`config.mk`:
```
export PLATFORM = sky130hd
export DESIGN_NAME = width_chroma_seq
export DESIGN_NICKNAME = d
export VERILOG_FILES = /design/src/rtl/width_chroma_seq.sv
export SDC_FILE = /design/constraint.sdc
export NUM_CORES = 1
export LEC_CHECK = 0
export CAP_MARGIN = 20
export CORE_MARGIN = 1.5
export CORE_UTILIZATION = 55
export CTS_CLUSTER_DIAMETER = 50
export DETAILED_ROUTE_END_ITERATION = 6
export GPL_TIMING_DRIVEN = 0
export PLACE_DENSITY = 0.78
export SLEW_MARGIN = 20
export SYNTH_ARGS = -nofsm -noshare
export SYNTH_HDL_FRONTEND = slang
export SYNTH_SLANG_ARGS = --single-unit
```
`constraint.sdc`:
```
create_clock -name clk -period 6.57 [get_ports clk]
set_input_delay 1.314 -clock clk [delete_from_list [all_inputs] [get_ports clk]]
set_output_delay 1.314 -clock clk [all_outputs]
set_load 0.02 [all_outputs]
```
`src/rtl/width_chroma_seq.sv`:
```
// Luma-dependent chroma-cluster width W(Y) with a sequential restoring divider.
// Optional: define WIDTH_CHROMA_SEQ_ROUND_EN for a round-half-up quotient.
module width_chroma_seq #(
    parameter int DATA_W = 8,
    parameter int FRAC_W = 8,
    parameter int Y_MIN  = 16,
    parameter int Y_MAX  = 235,
    parameter int K_L    = 125,
    parameter int K_H    = 188,
    parameter int W_CB   = 47,
    parameter int WL_CB  = 23,
    parameter int WH_CB  = 14,
    parameter int W_CR   = 39,
    parameter int WL_CR  = 20,
    parameter int WH_CR  = 10
) (
    input  logic                     clk,
    input  logic                     rst,
    input  logic                     in_valid,
    output logic                     in_ready,
    input  logic [DATA_W-1:0]        in_y,
    input  logic                     in_chan,
    output logic                     out_valid,
    input  logic                     out_ready,
    output logic [DATA_W+FRAC_W-1:0] out_width,
    output logic                     out_chan,
    output logic                     busy
);

    localparam int NUM_W = 2*DATA_W + FRAC_W;
    localparam int RES_W = DATA_W + FRAC_W;
    localparam int CNT_W = $clog2(NUM_W + 1);

    localparam logic [DATA_W-1:0] P_YMIN = DATA_W'(Y_MIN);
    localparam logic [DATA_W-1:0] P_YMAX = DATA_W'(Y_MAX);
    localparam logic [DATA_W-1:0] P_KL   = DATA_W'(K_L);
    localparam logic [DATA_W-1:0] P_KH   = DATA_W'(K_H);
    localparam logic [DATA_W-1:0] D_LO   = DATA_W'(K_L - Y_MIN);
    localparam logic [DATA_W-1:0] D_HI   = DATA_W'(Y_MAX - K_H);
    localparam logic [DATA_W-1:0] CB_W   = DATA_W'(W_CB);
    localparam logic [DATA_W-1:0] CB_WL  = DATA_W'(WL_CB);
    localparam logic [DATA_W-1:0] CB_WH  = DATA_W'(WH_CB);
    localparam logic [DATA_W-1:0] CR_W   = DATA_W'(W_CR);
    localparam logic [DATA_W-1:0] CR_WL  = DATA_W'(WL_CR);
    localparam logic [DATA_W-1:0] CR_WH  = DATA_W'(WH_CR);
    localparam logic [CNT_W-1:0]  CNT_LAST = CNT_W'(NUM_W);

    if (K_L <= Y_MIN || Y_MAX <= K_H) begin : g_err_div0
        $error("width_chroma_seq: knee placement gives a zero divisor");
    end
    if (K_L >= K_H) begin : g_err_knee
        $error("width_chroma_seq: K_L must be below K_H");
    end
    if (W_CB < WL_CB || W_CB < WH_CB || W_CR < WL_CR || W_CR < WH_CR) begin : g_err_w
        $error("width_chroma_seq: centre width below band width");
    end

    typedef enum logic [1:0] {S_IDLE, S_DIV, S_ADD, S_DONE} state_t;

    state_t              r_state;
    state_t              w_state_nx;
    logic                w_accept;
    logic [NUM_W:0]      r_num;
    logic [DATA_W-1:0]   r_rem;
    logic [DATA_W-1:0]   r_div;
    logic [RES_W-1:0]    r_off;
    logic [RES_W-1:0]    r_res;
    logic [CNT_W-1:0]    r_cnt;
    logic                r_chan;

    logic [DATA_W-1:0]   w_w, w_wl, w_wh;
    logic                w_low, w_high, w_byp;
    logic [DATA_W-1:0]   w_d, w_diff, w_den;
    logic [2*DATA_W-1:0] w_prod;
    logic [NUM_W:0]      w_num;
    logic [RES_W-1:0]    w_off, w_byp_res;
    logic [DATA_W:0]     w_trial;
    logic                w_ge;
    logic [DATA_W-1:0]   w_rem_nx;

    // Band selection and numerator setup from the live input sample
    assign w_w    = in_chan ? CR_W  : CB_W;
    assign w_wl   = in_chan ? CR_WL : CB_WL;
    assign w_wh   = in_chan ? CR_WH : CB_WH;
    assign w_low  = (in_y <= P_KL);
    assign w_high = (in_y >= P_KH);
    assign w_byp  = !w_low && !w_high;

    always_comb begin
        w_d = '0;
        if (w_low) begin
            if (in_y > P_YMIN) w_d = in_y - P_YMIN;
        end else begin
            if (in_y < P_YMAX) w_d = P_YMAX - in_y;
        end
    end

    assign w_diff    = w_low ? (w_w - w_wl) : (w_w - w_wh);
    assign w_den     = w_low ? D_LO : D_HI;
    assign w_prod    = {{DATA_W{1'b0}}, w_diff} * {{DATA_W{1'b0}}, w_d};
    assign w_off     = {(w_low ? w_wl : w_wh), {FRAC_W{1'b0}}};
    assign w_byp_res = {w_w, {FRAC_W{1'b0}}};

`ifdef WIDTH_CHROMA_SEQ_ROUND_EN
    assign w_num = {1'b0, w_prod, {FRAC_W{1'b0}}}
                 + {{(NUM_W+1-DATA_W){1'b0}}, (w_den >> 1)};
`else
    assign w_num = {1'b0, w_prod, {FRAC_W{1'b0}}};
`endif

    // One restoring step; the remainder always stays below the divisor
    assign w_trial  = {r_rem, r_num[NUM_W]};
    assign w_ge     = (w_trial >= {1'b0, r_div});
    assign w_rem_nx = w_ge ? (w_trial[DATA_W-1:0] - r_div) : w_trial[DATA_W-1:0];

    always_ff @(posedge clk) begin
        if (rst) r_state <= S_IDLE;
        else     r_state <= w_state_nx;
    end

    always_comb begin
        w_state_nx = r_state;
        w_accept   = 1'b0;
        in_ready   = 1'b0;
        out_valid  = 1'b0;
        busy       = 1'b1;
        unique case (r_state)
            S_IDLE: begin
                in_ready = 1'b1;
                busy     = 1'b0;
                if (in_valid) begin
                    w_accept   = 1'b1;
                    w_state_nx = w_byp ? S_DONE : S_DIV;
                end
            end
            S_DIV: begin
                if (r_cnt == CNT_LAST) w_state_nx = S_ADD;
            end
            S_ADD: w_state_nx = S_DONE;
            S_DONE: begin
                out_valid = 1'b1;
                if (out_ready) w_state_nx = S_IDLE;
            end
            default: w_state_nx = S_IDLE;
        endcase
    end

    always_ff @(posedge clk) begin
        if (rst) begin
            r_num  <= '0;
            r_rem  <= '0;
            r_div  <= '0;
            r_off  <= '0;
            r_res  <= '0;
            r_cnt  <= '0;
            r_chan <= 1'b0;
        end else begin
            if (w_accept) begin
                r_chan <= in_chan;
                r_num  <= w_num;
                r_rem  <= '0;
                r_div  <= w_den;
                r_off  <= w_off;
                r_cnt  <= '0;
                if (w_byp) r_res <= w_byp_res;
            end
            if (r_state == S_DIV) begin
                r_num <= {r_num[NUM_W-1:0], w_ge};
                r_rem <= w_rem_nx;
                r_cnt <= r_cnt + 1'b1;
            end
            if (r_state == S_ADD) r_res <= r_num[RES_W-1:0] + r_off;
        end
    end

    assign out_width = r_res;
    assign out_chan  = r_chan;

endmodule

```
---- Yosys cells after proc, flatten, opt, wreduce, memory -nomap -nowiden ----
Index checks and enable logic that the tools add are counted.
word-level totals
  input port bits ......................... 13
  output and inout port bits .............. 20
  bits in registers ....................... 73
cells by class
  $add $sub $neg .......................... 7
  $lt $le $gt $ge ......................... 5
  equal/unequal tests ..................... 7
  multiply operators ...................... 1
  mux-type cells .......................... 29
  reduce and logical (&&, ||, !) cells .... 9
operators by type and width
  operator             count
  $mux 8               7
  $mux 25              2
  $mux 16              3
  $add 16x16->16       1
  $mul 8x8->16         1
  $mux 5               3
  $mux 2               5
  $ge 9x8->1           1
  $ge 8x8->1 const B   1
  $gt 8x5->1 const B   1
  $le 8x7->1 const B   1
  $lt 8x8->1 const B   1
  $pmux 2 s4           1
  $sub 8x5->8 const B  1
  $sub 8x8->8          1
  $sub 8x8->8 const A  1
  $mux 7               1
  $sub 6x4->7          1
  $sub 6x5->7          1
  $ne 2x2->1 const B   3
  $reduce_bool 2->1    3
  $add 5x1->5 const B  1
  $eq 5x5->1 const B   1
  $mux 1               5
  other kinds (9)      11

---- Depth between registers and ports, before layout ----
Gate-level depths: netlist of the first run.
  word-level depth ........................ 6
  gate-level depth with buffers ........... 22
  gate-level depth less buffers ........... 22

---- Worst setup path before layout of the first run ----
OpenSTA, ideal clock, no wires.
  kind .................................... input port to flip-flop
  from .................................... in in_y[4]
  to ...................................... reg r_num[23]
  path buffers ............................ 0
  stages .................................. 21
  setup slack ............................. 0.364 ns
  data arrival time ....................... 6.074 ns
  data required time ...................... 6.439 ns
  path through ............................ inv_1 ha_1 nor2b_1 o21ai_0 and3_1 o31ai_1 nand2_1 fa_1 fa_1 inv_1 fa_1 inv_1 fa_1 inv_1 ha_1 o21a_1 o31a_1 o32ai_2 o21ai_1 a2111oi_2 nor3_1
on the way
  cells in the longest elaborated chain, start to end .. 6
ends and longest elaborated chain
  what                                       line    RTL
  from (decl)                                21      input logic [DATA_W-1:0] in_y,
  $sub 8x8->8, or another cell as far along  94      if (in_y < P_YMAX) w_d = P_YMAX - in_y;
  $mux 8, on equally long branches           94, 92
  $mux 8                                     91      if (w_low) begin
  $mul 8x8->16 *                             100     assign w_prod = {{DATA_W{1'b0}}, w_diff} * {{DATA_W{1'b0}}, w_d};
  $mux 25 *                                  158     if (w_accept) begin
  $mux 25 *                                  167     if (r_state == S_DIV) begin
  to (signal assigned)                       160     r_num <= w_num;
  to (signal assigned)                       168     r_num <= {r_num[NUM_W-1:0], w_ge};
  to (decl)                                  63      logic [NUM_W:0] r_num;
Mark *: on every way between the ends. The rest lies on a longest branch, timed or not. The select of a mux whose other input is x is not followed.
A chain may end at the register's enable or synchronous reset.

---- Final worst setup path of the first run ----
  from .................................... in in_y[6]
  to ...................................... reg r_num[23]
The elaborated chain is that of the path after synthesis.

==> flow_metrics.env, run 1 <==
export IMPL_status="completed"
export IMPL_routed_wl_um=12770
export IMPL_critPathRequiredTime_ns=6.77
export IMPL_slew_headroom=0.3690
export IMPL_syn_to_final_growth_pct=16.12
export IMPL_dr_total_vias=4609
export IMPL_cts_root_buf="clkbuf_8"
export IMPL_rsz0062_at_grt="no"
export IMPL_synth_area_um2=5248
export IMPL_synth_flop_cell="dfxtp_1"
export IMPL_final_nets=802
export IMPL_hold_viol=0
export IMPL_tritoncts="built"
export IMPL_peakVddDrop_mv=0.1561
export IMPL_fp_dieW_um=100.7
export IMPL_p_per_area_nw_per_um2=332.8
export IMPL_clk_latency_ns=0.34
export IMPL_met3WireLength_um=479
export IMPL_yosysSeqAreaShare=0.2403
export IMPL_synth_edf_count=0
export IMPL_yosys_warnings=0
export IMPL_grt_max_degree=12
export IMPL_crit_arrival_ns=6.46
export IMPL_swShare=0.4436
export IMPL_cap_violations=0
export IMPL_fin_skew_ns=0.009462
export IMPL_setup_tns_ns=0
export IMPL_end_kind="flip-flop"
export IMPL_numCtsBuffers=9
export IMPL_synthArstFlopShare=0
export IMPL_hold_class="reg -> reg"
export IMPL_path_class="in -> reg"
export IMPL_synth_seq_cells=63
export IMPL_die_height_um=100.7
export IMPL_hold_ws_ns=0.4617
export IMPL_place_congestion=0.8871
export IMPL_finalSetupViolations=0
export IMPL_synthAdderAreaFrac=0.2613
export IMPL_synthMuxAreaShare=0.02814
export IMPL_final_antenna_net_count=0
export IMPL_coreArea_um2=9240
export IMPL_synthCells=641
export IMPL_diodes=0
export IMPL_fmax_mhz=159.8
export IMPL_m1WireLength_um=5691
export IMPL_clkSlewWorstSetupHoldPaths_ns=0.07
export IMPL_grt_use_total=0.2649
export IMPL_synth_top_area_frac=0.2403
export IMPL_postCtsHoldBufs=0
export IMPL_overflow=0
export IMPL_timing_final_max_slew_violations=0
export IMPL_fp_row_count=35
export IMPL_drt_pass1_iterations=5
export IMPL_drt_drc_violations_left=0
export IMPL_viasPerCell=5.560
export IMPL_period_share=0.9528
export IMPL_grt_pass1_vias=4634
export IMPL_synth_simple_area_share=0.1989
export IMPL_synth_avg_cell_area_um2=8.186
export IMPL_cts_sinks=63
export IMPL_leakage_nw=2.659
export IMPL_grt_pass1_wl_um=21400
export IMPL_antenna_found_initial=0
export IMPL_num_io_pins=33
export IMPL_highest_layer="met4"
export IMPL_io_buffers=31
export IMPL_drive_gt1_frac=0.09000
export IMPL_period_needed_ns=6.260
export IMPL_wl_per_cell_um=15.40
export IMPL_p_int_w=0.001128
export IMPL_synth_top_family_by_area="adder cells"
export IMPL_cp_max_fo=9
export IMPL_final_cell_mix="ha_1, nor2_1, inv_1"
export IMPL_dieArea_um2=10140
export IMPL_pwr_share_clk=0.182
export IMPL_initial_utilization=0.5679
export IMPL_cp_start_kind="primary input"
export IMPL_pwr_share_comb=0.563
export IMPL_met2_length_um=6327
export IMPL_layout_commonest_cell="ha_1"
export IMPL_tightest_slew_ns=0.9393
export IMPL_ys_types=56
export IMPL_yosysTopAreaCell="dfxtp_1"
export IMPL_cts_max_level=3
export IMPL_drt_iter0_markers=240
export IMPL_seqPwrFrac=0.255
export IMPL_dpl_hpwl_um=9651
export IMPL_p_sw_w=0.0008995
export IMPL_synth_compound_area_frac=0.1764
export IMPL_synth_area_top_cells="dfxtp_1, ha_1, fa_1"
export IMPL_clockBufferDepth=2
export IMPL_synth_nets=748
export IMPL_synth_xor_area_frac=0.02670
-- registers in the layout, indices dropped and copies added (netlist names) --
signal,cells
r_off,4
r_state,2
r_rem,8
r_div,2
out_width,16
r_cnt,5
r_num,25
out_chan,1
-- Yosys cell counts (2+ instances only) --
cell	number
and3_1	2
nand4_1	4
a31oi_1	3
buf_1	8
o21bai_1	3
nand3_1	4
xor2_1	10
nor2b_1	15
ha_1	68
fa_1	26
or3_1	2
xnor2_1	6
nor2_1	67
o211ai_1	3
nand2_1	58
and2_1	25
nor3_1	21
a311oi_1	2
a211oi_1	7
o31ai_1	2
dfxtp_1	63
o21ai_2	3
o22ai_1	5
clkbuf_1	19
mux2_2	6
o21ai_0	22
a221oi_1	6
a22oi_1	10
mux2i_1	8
nand2b_1	8
o21ai_1	5
a21oi_1	51
nand3b_1	3
inv_1	66
o21a_1	6
a21o_1	3
a41oi_1	2
-- path summary, 6_finish.rpt --
kind	start	to	slack, ns	depth (start not counted)
min	r_off[8]	r_off[8]	0.46	2
max reg2reg	r_off[11]	r_rem[1]	3.98	8
max	in_y[6]	r_num[23]	0.31	22
min reg2reg	r_off[8]	r_off[8]	0.46	2
-- worst max-delay path, stage by stage --
cell	delay [ns]
dlygate4sd2_1	0.40
nand4_1	0.23
nand2b_4	0.17
inv_4	0.09
a31oi_4	0.15
a21oi_1	0.09
o21ai_2	0.24
nand2_1	0.12
fa_1	0.50
fa_1	0.49
inv_1	0.05
fa_1	0.53
inv_1	0.05
fa_1	0.52
inv_1	0.04
ha_1	0.33
o21a_1	0.13
o31a_1	0.14
o32ai_4	0.31
o21ai_2	0.12
a2111oi_2	0.35
nor3_1	0.08
-- power groups by stage --
stage	clock [W]	combinational [W]	sequential, W
2_1_floorplan	0	0.000827	0.000523
3_3_place_gp	0	0.00107	0.000519
3_5_place_dp	0	0.00110	0.000524
4_1_cts	0.000371	0.00113	0.000515
5_1_grt	0.000391	0.00127	0.000525
6_report	0.000368	0.00114	0.000517
-- through the flow --
step,setup slack [ns],total power (W),cell area [um^2],cells,utilization
finish,0.3103,0.002028,6093,829,0.6594
global route,0.01324,0.002188,6093,829,0.6594
CTS,0.06275,0.002015,6067,827,0.6566
detailed placement,-1.038,0.001628,5719,801,0.6190
global placement,-0.9709,0.001590,5719,801,0.6190
floorplan,0.3643,0.001349,5248,641,-
-- cells by family (layout without fill, tap and decap cells) --
logic type | Yosys count | count (layout)
mux | 14 | 14
xor+xnor | 16 | 16
buf+inv | 95 | 154
compound gates | 143 | 143
flops | 63 | 63
fa+ha+maj | 94 | 94
simple gates | 216 | 216
-- final cells by class --
cell class | instances | area (um^2)
Sequential cell | 63 | 1261
Inverter | 67 | 254.0
Multi-Input combinational cell | 483 | 3709
Timing Repair Buffer | 44 | 391.6
Buffer | 27 | 103.9
Fill cell | 769 | 3147
Tap cell | 129 | 161.4
Clock inverter | 6 | 85.08
Clock buffer | 10 | 127.6
-- layer usage --
metal  vias up  global-route usage
met3        20             0.03537
met2       104              0.4647
met4         0              0.1029
li1       2282                   -
met5         -                   0
met1      2203              0.3291
-- timing repair --
| action | 4_1_cts | 5_1_grt |
|---|---|---|
| setup buffers | 11 | 2 |
| endpoints found under the setup margin | 9 | 7 |
| pin swaps | 8 | 6 |
| gates resized for setup | 18 | 21 |
No activity file was read; power rests on OpenSTA's default activity.
==> run 2: changes to the inputs <==
Settings changed: GPL_TIMING_DRIVEN 0 to default, SKIP_CTS_REPAIR_TIMING from default to 1.
==> flow_metrics.env, run 2 (synthesis gave the netlist of run 1 again) <==
export IMPL_status="completed"
export IMPL_fill_cells=731
export IMPL_period_needed_ns=6.272
export IMPL_fmax_mhz=159.4
export IMPL_fp_dieW_um=100.7
export IMPL_fin_util=0.6928
export IMPL_min_to="r_off[8]"
export IMPL_tightest_slew_ns=1.007
export IMPL_cp_start_kind="primary input"
export IMPL_path_class="in -> reg"
export IMPL_hold_ws_ns=0.4669
export IMPL_final_cell_mix="ha_1, nor2_1, inv_1"
export IMPL_hold_viol=0
export IMPL_grt_use_total=0.2444
export IMPL_crit_arrival_ns=6.46
export IMPL_period_share=0.9546
export IMPL_wl_per_cell_um=13.94
export IMPL_p_sw_w=0.0008728
export IMPL_numCtsBuffers=9
export IMPL_dpl_hpwl_um=8876
export IMPL_r2r_start="r_off[11]"
export IMPL_rr_endpoint="r_rem[0]"
export IMPL_dp_slack_ns=-0.5015
export IMPL_finalSetupViolations=0
export IMPL_slew_headroom=0.3235
export IMPL_num_io_pins=33
export IMPL_rr_worst_depth=8
export IMPL_grt_pass1_wl_um=20230
export IMPL_multi_input_area_um2=3711
export IMPL_cts_max_level=3
export IMPL_cts_root_buf="clkbuf_8"
export IMPL_final_antenna_net_count=0
export IMPL_die_height_um=100.7
export IMPL_p_per_area_nw_per_um2=320.9
export IMPL_routed_wl_um=11860
export IMPL_peakVddDrop_mv=0.2372
export IMPL_end_kind="flip-flop"
export IMPL_place_congestion=0.8852
export IMPL_diodes=0
export IMPL_grt_max_degree=58
export IMPL_drt_iter0_markers=213
export IMPL_cts_sinks=63
export IMPL_largest_reg_flops=25
export IMPL_initial_utilization=0.5679
export IMPL_dieArea_um2=10140
export IMPL_overflow=0
export IMPL_antenna_found_initial=0
export IMPL_drive_gt1_frac=0.1551
export IMPL_critPathRequiredTime_ns=6.76
export IMPL_tritoncts="built"
export IMPL_fp_row_count=35
export IMPL_drt_drc_violations_left=0
export IMPL_hold_path_depth=2
export IMPL_io_buffers=32
export IMPL_coreArea_um2=9240
export IMPL_p_int_w=0.001182
export IMPL_cap_violations=0
export IMPL_rrSetupSlack_ns=4.02
export IMPL_rsz0062_at_grt="no"
export IMPL_pwr_share_clk=0.190
export IMPL_clk_latency_ns=0.35
export IMPL_final_nets=824
export IMPL_swShare=0.4248
export IMPL_timing_final_max_slew_violations=0
export IMPL_clkSlewWorstSetupHoldPaths_ns=0.07
export IMPL_worst_slack_ns=0.2983
export IMPL_largest_register="r_num"
export IMPL_viasPerCell=5.425
export IMPL_fin_skew_ns=0.008776
export IMPL_hold_class="reg -> reg"
export IMPL_grt_pass1_vias=4593
export IMPL_layout_commonest_cell="ha_1"
export IMPL_min_from="r_off[8]"
export IMPL_pwr_share_comb=0.558
export IMPL_seqCellArea_um2=1261
export IMPL_syn_to_final_growth_pct=21.98
export IMPL_cp_max_fo=8
export IMPL_dr_total_vias=4617
export IMPL_leakage_nw=2.891
export IMPL_seqPwrFrac=0.252
export IMPL_clockBufferDepth=2
export IMPL_drt_pass1_iterations=4
## run 2: cell count changes in the layout (fill, tap and decap cells not counted), sizes merged
cell | before | now
buf | 22 | 62
clkinv | 2 | 1
dlymetal6s2s | 2 | 4
clkdlybuf4s50 | 24 | 27
inv | 67 | 68
clkbuf | 32 | 10
dlygate4sd2 | 1 | 0
## run 2: metrics by stage
stage	setup TNS, ns	instances	total power [W]	instance area (um^2)
after global routing	0	851	0.002216	6401
after floorplan	0	641	0.001349	5248
after CTS	-0.6294	849	0.002052	6294
final	0	851	0.002054	6401
after detailed placement	-3.472	833	0.001650	6063
after global placement	-2.295	833	0.001608	6063
## run 2: how the worst max path moves through the flow
stage | start | to | slack, ns | cells after the start
floorplan | in_y[4] | r_num[23] | 0.36 | 21
global placement | in_y[5] | r_num[23] | -0.36 | 23
detailed placement | in_y[5] | r_num[22] | -0.50 | 23
CTS | in_y[5] | r_num[22] | -0.16 | 23
global route | in_y[1] | r_num[23] | 0.04 | 23
finish | in_y[1] | r_num[23] | 0.30 | 22
## run 2: power by group through the flow
| stage | clock network, W | registers (W) | logic [W] |
|---|---|---|---|
| after CTS | 0.000396 | 0.000515 | 0.00114 |
| after global routing | 0.000412 | 0.000526 | 0.00128 |
| final | 0.000391 | 0.000517 | 0.00115 |
| after detailed placement | 0 | 0.000523 | 0.00113 |
| after floorplan | 0 | 0.000523 | 0.000827 |
| after global placement | 0 | 0.000520 | 0.00109 |
## run 2: metal layers
layer	vias up	track usage	wire length [um]
met1	2173	0.2979	5235
met5	-	0	0
li1	2327	-	-
met4	0	0.08126	211
met3	23	0.04508	434
met2	94	0.4330	5978
## run 2: critical path, stage by stage
cell and delay [ns]:
clkdlybuf4s50_1 0.59, nand4_1 0.24, nand2b_4 0.15, inv_4 0.08, a31oi_4 0.22, a21oi_2 0.09, o21ai_2 0.18, nand2_2 0.08
fa_1 0.50, fa_1 0.49, inv_1 0.05, fa_1 0.53, inv_1 0.06, fa_1 0.52, inv_1 0.04, ha_1 0.30
o21a_1 0.11, o31a_1 0.12, o32ai_2 0.27, o21ai_2 0.10, a2111oi_2 0.35, nor3_1 0.07
## run 2: cell type report
class                   instances  share of cell area
multi-input cells             483              0.5797
flip-flops and latches         63              0.1970
repair buffers                 93              0.1224
inverters                      67             0.03968
well taps                     129             0.02522
clock buffers                  10             0.02150
clock inverters                 6             0.01446
